==> src/rtl/lfsr_pkg.sv <==
// Shared constants and step functions for the parametrised LFSR generator.
// Functions operate on a zero-extended word so any width up to LFSR_MAX_W
// can reuse them; callers cast the result back to their own width.
package lfsr_pkg;

    localparam int LFSR_MAX_W = 64;

    localparam logic MODE_FIB = 1'b0;
    localparam logic MODE_GAL = 1'b1;

    typedef logic [LFSR_MAX_W-1:0] lfsr_word_t;

    // Fibonacci: feedback parity of tapped bits enters at the top (bit width-1).
    // Inputs must be zero above width-1 so the right shift leaves that bit clear.
    function automatic lfsr_word_t fib_step(input lfsr_word_t seq,
                                            input lfsr_word_t poly,
                                            input int         width);
        lfsr_word_t fb;
        fb = lfsr_word_t'(^(seq & poly));
        return (seq >> 1) | (fb << (width - 1));
    endfunction

    // Galois: the bit shifted out of bit 0 toggles every tapped position.
    function automatic lfsr_word_t gal_step(input lfsr_word_t seq,
                                            input lfsr_word_t poly);
        return (seq >> 1) ^ ({LFSR_MAX_W{seq[0]}} & poly);
    endfunction

endpackage

==> src/rtl/lfsr_step.sv <==
// Combinational next-state unit: Fibonacci or Galois step, with recovery
// from the all-zero lock-up state back to INITIAL.
module lfsr_step #(
    parameter int           N       = 8,
    parameter logic [N-1:0] INITIAL = N'(1)
) (
    input  logic [N-1:0] seq,
    input  logic [N-1:0] char_poly,
    input  logic         galois,
    output logic [N-1:0] seq_n
);
    import lfsr_pkg::*;

    // Select the stepping formula; an all-zero register would never leave
    // zero under either formula, so it is forced back to INITIAL instead.
    always_comb begin
        seq_n = INITIAL;
        if (seq != '0) begin
            if (galois == MODE_GAL) begin
                seq_n = N'(gal_step(lfsr_word_t'(seq), lfsr_word_t'(char_poly)));
            end else begin
                seq_n = N'(fib_step(lfsr_word_t'(seq), lfsr_word_t'(char_poly), N));
            end
        end
    end

endmodule

==> src/rtl/lfsr_gen.sv <==
// Parametrised LFSR generator with load, step enable, runtime Fibonacci/Galois
// select, lock-up recovery and period measurement against the start value.
// The start value is whatever was last reset-loaded or seed-loaded; each step
// that lands back on it closes a period.
module lfsr_gen #(
    parameter int           N       = 8,
    parameter logic [N-1:0] INITIAL = N'(1)
) (
    input  logic         next,
    input  logic         reset,
    input  logic         en,
    input  logic         load,
    input  logic [N-1:0] seed,
    input  logic         galois,
    input  logic [N-1:0] char_poly,
    output logic [N-1:0] seq,
    output logic         lockup,
    output logic [N-1:0] count,
    output logic [N-1:0] period,
    output logic         period_done
);
    import lfsr_pkg::*;

    logic [N-1:0] start;
    logic [N-1:0] seq_n;
    logic         match;
    logic [N-1:0] count_inc;

    lfsr_step #(
        .N       (N),
        .INITIAL (INITIAL)
    ) u_step (
        .seq       (seq),
        .char_poly (char_poly),
        .galois    (galois),
        .seq_n     (seq_n)
    );

    assign lockup    = (seq == '0);
    assign match     = (seq_n == start);
    // Saturate so an off-cycle start value cannot wrap the counter to zero
    // and fake a period.
    assign count_inc = (count == '1) ? count : count + N'(1);

    // Register update with priority load > step > hold.
    always_ff @(posedge next or negedge reset) begin
        if (!reset) begin
            seq         <= INITIAL;
            start       <= INITIAL;
            count       <= '0;
            period      <= '0;
            period_done <= 1'b0;
        end else if (load) begin
            seq         <= seed;
            start       <= seed;
            count       <= '0;
            period_done <= 1'b0;
        end else if (en) begin
            seq <= seq_n;
            if (match) begin
                period      <= count + N'(1);
                count       <= '0;
                period_done <= 1'b1;
            end else begin
                count       <= count_inc;
                period_done <= 1'b0;
            end
        end else begin
            period_done <= 1'b0;
        end
    end

endmodule

==> config.mk <==
export PLATFORM = sky130hd
export DESIGN_NAME = lfsr_gen
export DESIGN_NICKNAME = d
export VERILOG_FILES = /design/src/rtl/lfsr_pkg.sv /design/src/rtl/lfsr_step.sv /design/src/rtl/lfsr_gen.sv
export SDC_FILE = /design/constraint.sdc
export NUM_CORES = 1
export LEC_CHECK = 0
export CORE_MARGIN = 2
export CORE_UTILIZATION = 49
export CTS_CLUSTER_DIAMETER = 200
export DETAILED_ROUTE_END_ITERATION = 16
export HOLD_SLACK_MARGIN = 0.05
export PLACE_DENSITY = 0.86
export REMOVE_ABC_BUFFERS = 1
export SETUP_SLACK_MARGIN = 0.05
export SKIP_LAST_GASP = 1
export SYNTH_ARGS = -nofsm -noshare
export SYNTH_HDL_FRONTEND = slang
export SYNTH_SLANG_ARGS = --single-unit
==> constraint.sdc <==
create_clock -name next -period 2.85 [get_ports next]
set_input_delay 0.7125 -clock next [delete_from_list [all_inputs] [get_ports next]]
set_output_delay 0.7125 -clock next [all_outputs]
set_load 0.02 [all_outputs]
==> results of run 1 <==
[worst reg2reg max path, cell delays in order, from the launching register on]
cell                       delay [ns]
sky130_fd_sc_hd__dfstp_2         0.69
sky130_fd_sc_hd__nand3_1         0.21
sky130_fd_sc_hd__xnor2_2         0.22
sky130_fd_sc_hd__o21ai_1         0.15
sky130_fd_sc_hd__nor4_4          0.35
sky130_fd_sc_hd__nand4b_1        0.19
sky130_fd_sc_hd__mux2i_4         0.21
sky130_fd_sc_hd__buf_12          0.15
sky130_fd_sc_hd__mux2_2          0.33
[cell type report]
type / instances / area [um^2] / share of cell area [%]
multi-input cells: 153 / 1120 / 39.9
flip-flops and latches: 33 / 828 / 29.5
repair buffers: 68 / 642 / 22.9
clock buffers: 7 / 86.3 / 3.08
well taps: 48 / 60.1 / 2.14
inverters: 11 / 41.3 / 1.47
clock inverters: 1 / 30.0 / 1.07
[cell usage in the layout (no fill, tap or decap), types with 2 or more instances in the layout]
cell type and n:
sky130_fd_sc_hd__a211oi_1 8, sky130_fd_sc_hd__nor2_1 10, sky130_fd_sc_hd__and3_1 4, sky130_fd_sc_hd__dfrtp_1 31
sky130_fd_sc_hd__mux2_2 7, sky130_fd_sc_hd__dfstp_2 2, sky130_fd_sc_hd__nand3_1 8, sky130_fd_sc_hd__clkbuf_8 6
sky130_fd_sc_hd__mux2i_1 5, sky130_fd_sc_hd__xor2_1 16, sky130_fd_sc_hd__dlymetal6s2s_1 2, sky130_fd_sc_hd__nor4_4 2
sky130_fd_sc_hd__nand3_2 3, sky130_fd_sc_hd__xor2_2 2, sky130_fd_sc_hd__a21oi_1 7, sky130_fd_sc_hd__clkdlybuf4s50_1 43
sky130_fd_sc_hd__o21ai_0 16, sky130_fd_sc_hd__inv_1 11, sky130_fd_sc_hd__nand4_1 2, sky130_fd_sc_hd__nand2_1 27
sky130_fd_sc_hd__buf_4 21, sky130_fd_sc_hd__nor4_1 2, sky130_fd_sc_hd__xnor2_2 5, sky130_fd_sc_hd__a31oi_1 2
sky130_fd_sc_hd__xnor2_1 16
[repair_timing]
item                                   in CTS  in global routing
setup buffers                               0                  2
pin swaps                                   0                  5
hold buffers                                0                  0
endpoints found under the hold margin       0                  0
setup endpoints to repair                   7                  8
gates resized for setup                     1                 14
[routing by layer]
layer	vias up	wire [um]	global-route usage, %	share of wire (%)
li1	825	-	-	-
met5	-	0	0	0
met1	841	2100	30.3	41
met4	0	136	9.95	2.7
met2	70	2590	38.6	51
met3	12	269	5.07	5.3
[cell usage after synthesis, drive strengths merged, types with 3 or more instances]
library cell	count
a211oi	8
a21oi	7
and3	4
buf	3
clkbuf	6
dfrtp	31
inv	11
mux2	7
mux2i	6
nand2	27
nand3	11
nor2	10
nor4	4
o21ai	18
xnor2	21
xor2	18
[power by group through the flow]
stage | registers (W) | logic (W) | clock network [W]
after floorplan | 0.000565 | 0.000190 | 0
after detailed placement | 0.000552 | 0.000390 | 0
after CTS | 0.000545 | 0.000396 | 0.000463
after global placement | 0.000550 | 0.000379 | 0
after global routing | 0.000558 | 0.000468 | 0.000481
final | 0.000552 | 0.000436 | 0.000458
[through the flow]
| step | worst slack, ns | TNS (ns) |
|---|---|---|
| global placement | -0.232 | -1.69 |
| global route | -0.0149 | -0.0585 |
| floorplan | 0.444 | 0 |
| detailed placement | -0.325 | -2.42 |
| CTS | 0.0553 | 0 |
| finish | 0.0582 | 0 |
[logic make-up after synthesis]
| kind of cell | synth area share, % |
|---|---|
| fa+ha+maj | 0.645 |
| simple gates | 15.4 |
| compound gates | 11.8 |
| mux | 7.81 |
| xor+xnor | 17.6 |
| buf+inv | 4.06 |
| flops | 42.7 |
[worst paths after layout]
path	endpoint	slack (ns)	cells past startpoint	from
hold / removal	period[6]	0.51	1	period[6]
setup reg to reg	period[1]	0.24	8	seq[0]
setup / recovery	period[1]	0.06	9	char_poly[5]
min in group asynchronous	start[3]	0.84	2	reset
hold reg to reg	period[6]	0.51	1	period[6]
max in group asynchronous	seq[0]	1.68	2	reset
[flip-flops by register name, indices dropped and copies added, names as in the netlist]
| signal | count |
|---|---|
| period | 8 |
| count | 8 |
| start | 8 |
| period_done | 1 |
| seq | 8 |
==> flow_metrics.env, run 1 <==
export IMPL_clock_power_share_pct=31.7
export IMPL_critical_path_arrival_ns=2.96
export IMPL_place_area_mm2=0.00258
export IMPL_final_core_utilization_pct=75.0
export IMPL_p_seq_share_pct=38.2
export IMPL_clk_root_buffer_cell="sky130_fd_sc_hd__clkbuf_8"
export IMPL_fin_total_pwr_w=0.00145
export IMPL_synth_top_area_share_pct=40.0
export IMPL_async_set_or_reset_flop_fraction_in_the_synthesized_netlist_pct=100
export IMPL_port_buffer_count=46
export IMPL_start_kind="primary input"
export IMPL_drive_gt1_share_pct=19.4
export IMPL_gp_congestion=0.842
export IMPL_power_density_cell_area_mw_per_mm2=515
export IMPL_switching_share_pct=30.5
export IMPL_mappedNetlistArea_mm2=0.00194
export IMPL_critPathSlowestCell="sky130_fd_sc_hd__clkdlybuf4s50_1"
export IMPL_grt_max_degree=34
export IMPL_slew_violations=0
export IMPL_totalWireLength_mm=5.09
export IMPL_netSwitchingPower_w=0.000441
export IMPL_finalSetupViolCount=0
export IMPL_synth_top_cell_by_area="sky130_fd_sc_hd__dfrtp_1"
export IMPL_n_antenna_cell=0
export IMPL_detailedPlacementHpwl_mm=3.25
export IMPL_pwr_share_comb_pct=30.1
export IMPL_fp_coreArea_mm2=0.00374
export IMPL_drt_pre_antenna_iters=4
export IMPL_synthesis_area_per_instance_um2=9.41
export IMPL_initial_core_util_pct=51.8
export IMPL_timing_hold_violations_final=0
export IMPL_max_freq_ghz=0.358
export IMPL_synth_seq_cells=33
export IMPL_fin_worst_hold_slack_ns=0.507
export IMPL_remaining_number_of_nets_flagged_by_the_antenna_check_after_routing=0
export IMPL_worstPathBufferInverterCount=2
export IMPL_clock_sinks=33
export IMPL_yosys_warnings=0
export IMPL_synth_distinct_cells=32
export IMPL_synthesis_instances=206
export IMPL_via_count=1748
export IMPL_cts_htree_levels=2
export IMPL_synth_yosys_seq_area_share_pct=42.7
export IMPL_number_of_cell_rows=22
export IMPL_power_ir_vdd_worst_v=0.000253
export IMPL_finish_cell_count_without_fillers=321
export IMPL_p_int_w=0.00100
export IMPL_detail_route_wl_per_cell_um=15.9
export IMPL_critPathTopFamily="simple AND/OR/NAND/NOR gates"
export IMPL_die_width_um=66.9
export IMPL_drt_iter0_markers=105
export IMPL_area_growth_synth_to_final_pct=44.7
export IMPL_tritoncts="built"
export IMPL_crit_fanout=8
export IMPL_grt_ovfl_total=0
export IMPL_post_synth_main_area_contributors="sky130_fd_sc_hd__dfrtp_1 40%, sky130_fd_sc_hd__xnor2_1 9.5%, sky130_fd_sc_hd__xor2_1 8.1%"
export IMPL_grt_usage_pct=23.7
export IMPL_endpoint_type_of_the_worst_setup_path="register"
export IMPL_max_clock_path_buffers=2
export IMPL_viasPerCell=5.45
export IMPL_run_status="finished, final reports clean"
export IMPL_cts_buffers=5
export IMPL_cp_cell_sequence="clkdlybuf4s50_1 -> nand3_1 -> xnor2_2 -> o21ai_1 -> nor4_4 -> nand4b_1 -> mux2i_4 -> buf_12 -> mux2_2"
export IMPL_post_route_min_period_ns=2.79
export IMPL_commonest_register_cell_after_synthesis="sky130_fd_sc_hd__dfrtp_1"
export IMPL_grt_pass1_vias=1646
export IMPL_io_pins=47
export IMPL_cts_clk_slew_worst_paths_ns=0.07
export IMPL_tightest_slew_ns=0.425
export IMPL_total_die_area_mm2=0.00448
export IMPL_design_area_mm2=0.00281
export IMPL_leakage_nw=1.25
export IMPL_die_h_um=66.9
export IMPL_worstHoldPathType="register to register"
export IMPL_num_nets_final=294
export IMPL_n_fill_cell=267
export IMPL_crit_type="primary input to register"
export IMPL_drt_drc_violations_left=0
export IMPL_numPlacedInstances=311
export IMPL_max_capacitance_violation_count=0
export IMPL_first_pass_grt_wire_length_mm=7.81
export IMPL_worstSkewPairLatency_ns=0.28
export IMPL_fin_skew_ns=0.00627
export IMPL_antenna_found_initial=0
export IMPL_timing_final_crit_share_pct=98.0
export IMPL_timing_max_slew_rel_slack_pct=71.7
export IMPL_crit_path_max_incr_delay_ns=0.49
export IMPL_synth_edff_count=0
export IMPL_critical_path_required_ns=3.02
Power figures use the tool's default switching activity.
==> run 2, diff against run 1 <==
--- a/config.mk
+++ b/config.mk
@@ -6,11 +6,11 @@
 export NUM_CORES = 1
 export LEC_CHECK = 0
 export CORE_MARGIN = 2
-export CORE_UTILIZATION = 49
+export CORE_UTILIZATION = 35
 export CTS_CLUSTER_DIAMETER = 200
 export DETAILED_ROUTE_END_ITERATION = 16
 export HOLD_SLACK_MARGIN = 0.05
-export PLACE_DENSITY = 0.86
+export PLACE_DENSITY = 0.67
 export REMOVE_ABC_BUFFERS = 1
 export SETUP_SLACK_MARGIN = 0.05
 export SKIP_LAST_GASP = 1
==> run 2 against run 1 <==
- worst hold slack barely moved
- fmax grew 2.9%
- routed wire length decreased by 12%
- die area rose by 37%
- highest routed layer unchanged
- clock power is essentially flat
- clock skew increased by 0.0016 ns
- critical path depth is the same
- cell area grew 0.18%
- sequential cell count unchanged
- critical path type unchanged
- non-clock buffer count is 1 higher
==> flow_metrics.env, run 2 (same netlist as run 1, synthesis figures left out) <==
export IMPL_hold_startpoint="period[2]"
export IMPL_remaining_number_of_nets_flagged_by_the_antenna_check_after_routing=0
export IMPL_power_ir_vdd_worst_v=0.000241
export IMPL_critPathSlowestCell="sky130_fd_sc_hd__clkdlybuf4s50_1"
export IMPL_cts_htree_levels=2
export IMPL_antenna_found_initial=0
export IMPL_via_count=1626
export IMPL_pwr_share_comb_pct=28.5
export IMPL_first_pass_grt_wire_length_mm=7.44
export IMPL_cp_startpoint="char_poly[2]"
export IMPL_grt_max_degree=34
export IMPL_n_fill_cell=505
export IMPL_total_die_area_mm2=0.00615
export IMPL_drt_iter0_markers=92
export IMPL_detailedPlacementHpwl_mm=3.26
export IMPL_timing_max_slew_rel_slack_pct=71.1
export IMPL_grt_ovfl_total=0
export IMPL_cts_buffers=5
export IMPL_tritoncts="built"
export IMPL_leakage_nw=1.23
export IMPL_switching_share_pct=29.4
export IMPL_critical_path_required_ns=3.02
export IMPL_p_int_w=0.000993
export IMPL_sequential_cell_area_um2=828
export IMPL_drive_gt1_share_pct=18.6
export IMPL_postCtsHoldBufs=0
export IMPL_endpoint_type_of_the_worst_setup_path="register"
export IMPL_regToRegStartpoint="seq[0]"
export IMPL_die_h_um=78.4
export IMPL_leading_cell_types_in_the_layout_fill_and_taps_excluded="44 x sky130_fd_sc_hd__clkdlybuf4s50_1, 31 x sky130_fd_sc_hd__dfrtp_1, 27 x sky130_fd_sc_hd__nand2_1"
export IMPL_detail_route_wl_per_cell_um=12.9
export IMPL_crit_path_max_incr_delay_ns=0.51
export IMPL_critical_path_arrival_ns=2.88
export IMPL_fp_coreArea_mm2=0.00544
export IMPL_multi_input_area_mm2=0.00109
export IMPL_rsz0062_at_grt="false"
export IMPL_number_of_cell_rows=27
export IMPL_slew_violations=0
export IMPL_crit_fanout=8
export IMPL_totalNegativeSetupSlack_ns=0
export IMPL_initial_core_util_pct=35.7
export IMPL_max_clock_path_buffers=2
export IMPL_gp_congestion=0.824
export IMPL_tightest_slew_ns=0.433
export IMPL_grt_pass1_vias=1533
export IMPL_run_status="finished, final reports clean"
export IMPL_port_buffer_count=46
export IMPL_power_density_cell_area_mw_per_mm2=500
export IMPL_max_freq_ghz=0.369
export IMPL_drt_pre_antenna_iters=5
export IMPL_viasPerCell=4.70
export IMPL_fin_skew_ns=0.00786
export IMPL_area_growth_synth_to_final_pct=45.0
export IMPL_die_width_um=78.4
export IMPL_io_pins=47
export IMPL_max_capacitance_violation_count=0
export IMPL_clock_power_share_pct=32.6
export IMPL_cp_cell_sequence="clkdlybuf4s50_1 -> nand3_2 -> xnor2_2 -> a21bo_2 -> nor4_4 -> nand4b_1 -> mux2i_4 -> buf_12 -> mux2_2"
export IMPL_drt_drc_violations_left=0
export IMPL_grt_usage_pct=15.5
export IMPL_p_seq_share_pct=38.9
export IMPL_num_nets_final=295
export IMPL_design_area_mm2=0.00281
export IMPL_finalSetupViolCount=0
export IMPL_cts_clk_slew_worst_paths_ns=0.06
export IMPL_netSwitchingPower_w=0.000413
export IMPL_clock_sinks=33
export IMPL_clk_root_buffer_cell="sky130_fd_sc_hd__clkbuf_8"
export IMPL_postLayoutSetupSlackWorst_ns=0.137
export IMPL_layout_commonest_cell="sky130_fd_sc_hd__clkdlybuf4s50_1"
export IMPL_crit_type="primary input to register"
export IMPL_worstHoldPathType="register to register"
export IMPL_start_kind="primary input"
export IMPL_place_area_mm2=0.00263
export IMPL_timing_hold_violations_final=0
export IMPL_dpl_worst_slack_ns=-0.394
export IMPL_n_antenna_cell=0
export IMPL_totalWireLength_mm=4.48
export IMPL_timing_final_crit_share_pct=95.2
export IMPL_worstSkewPairLatency_ns=0.29
export IMPL_post_route_min_period_ns=2.71
run 2: changes by cell type in the layout (fill, tap and decap cells not counted), sizes merged:
cell	delta
buf	+1
dlygate4sd2	-1
dlymetal6s2s	-1
clkdlybuf4s50	+1
clkdlybuf4s15	+1
run 2: timing repair:
item | in CTS | in global routing
endpoints found under the setup margin | 7 | 8
buffers inserted | 0 | 1
pin swaps | 0 | 4
resized for setup | 1 | 10
run 2: final timing paths:
kind / end / slack (ns) / depth (start not counted)
max in group asynchronous: seq[0] / 1.68 / 2
worst min-delay path: period[2] / 0.51 / 1
min in group asynchronous: period[3] / 0.83 / 2
worst max register to register: period[2] / 0.35 / 8
worst max-delay path: period[2] / 0.14 / 9
worst min register to register: period[2] / 0.51 / 1
run 2: power by group through the flow:
stage,sequential (W),combinational (W),clock [W]
2_1_floorplan,0.000565,0.000190,0
3_3_place_gp,0.000552,0.000381,0
3_5_place_dp,0.000553,0.000384,0
4_1_cts,0.000545,0.000386,0.000468
5_1_grt,0.000551,0.000438,0.000496
6_report,0.000546,0.000401,0.000458
run 2: per-layer routing:
layer	track usage, %	vias to the layer above	wire length (um)	share of wire (%)
met4	5.26	0	65	1.5
met3	3.68	6	210	4.7
li1	-	832	-	-
met2	23.7	43	2020	45
met1	21.4	745	2180	49
met5	0	-	0	0
run 2: critical path, delay by kind of cell:
family	cells	cell delay (ns)
and+or+nand+nor	3	0.59
xor gates and xnor gates	1	0.16
buffers and inverters	2	0.66
AOI/OAI and AO/OA	1	0.25
muxes	2	0.51
run 2: layout make-up:
| type | count | area share, % |
|---|---|---|
| well taps | 72 | 3.20 |
| clock buffers | 7 | 3.07 |
| multi-input cells | 153 | 38.7 |
| clock inverters | 1 | 1.07 |
| inverters | 11 | 1.47 |
| flip-flops and latches | 33 | 29.5 |
| repair buffers | 69 | 23.1 |
run 2: metrics by stage:
stage,util [%],hold WS (ns),total power (W),std cells
2_1_floorplan,-,0.417,0.000756,197
3_3_place_gp,48.4,0.491,0.000933,337
3_5_place_dp,48.4,0.498,0.000937,337
4_1_cts,50.5,0.514,0.00140,345
5_1_grt,51.7,0.524,0.00148,346
6_report,51.7,0.507,0.00141,346
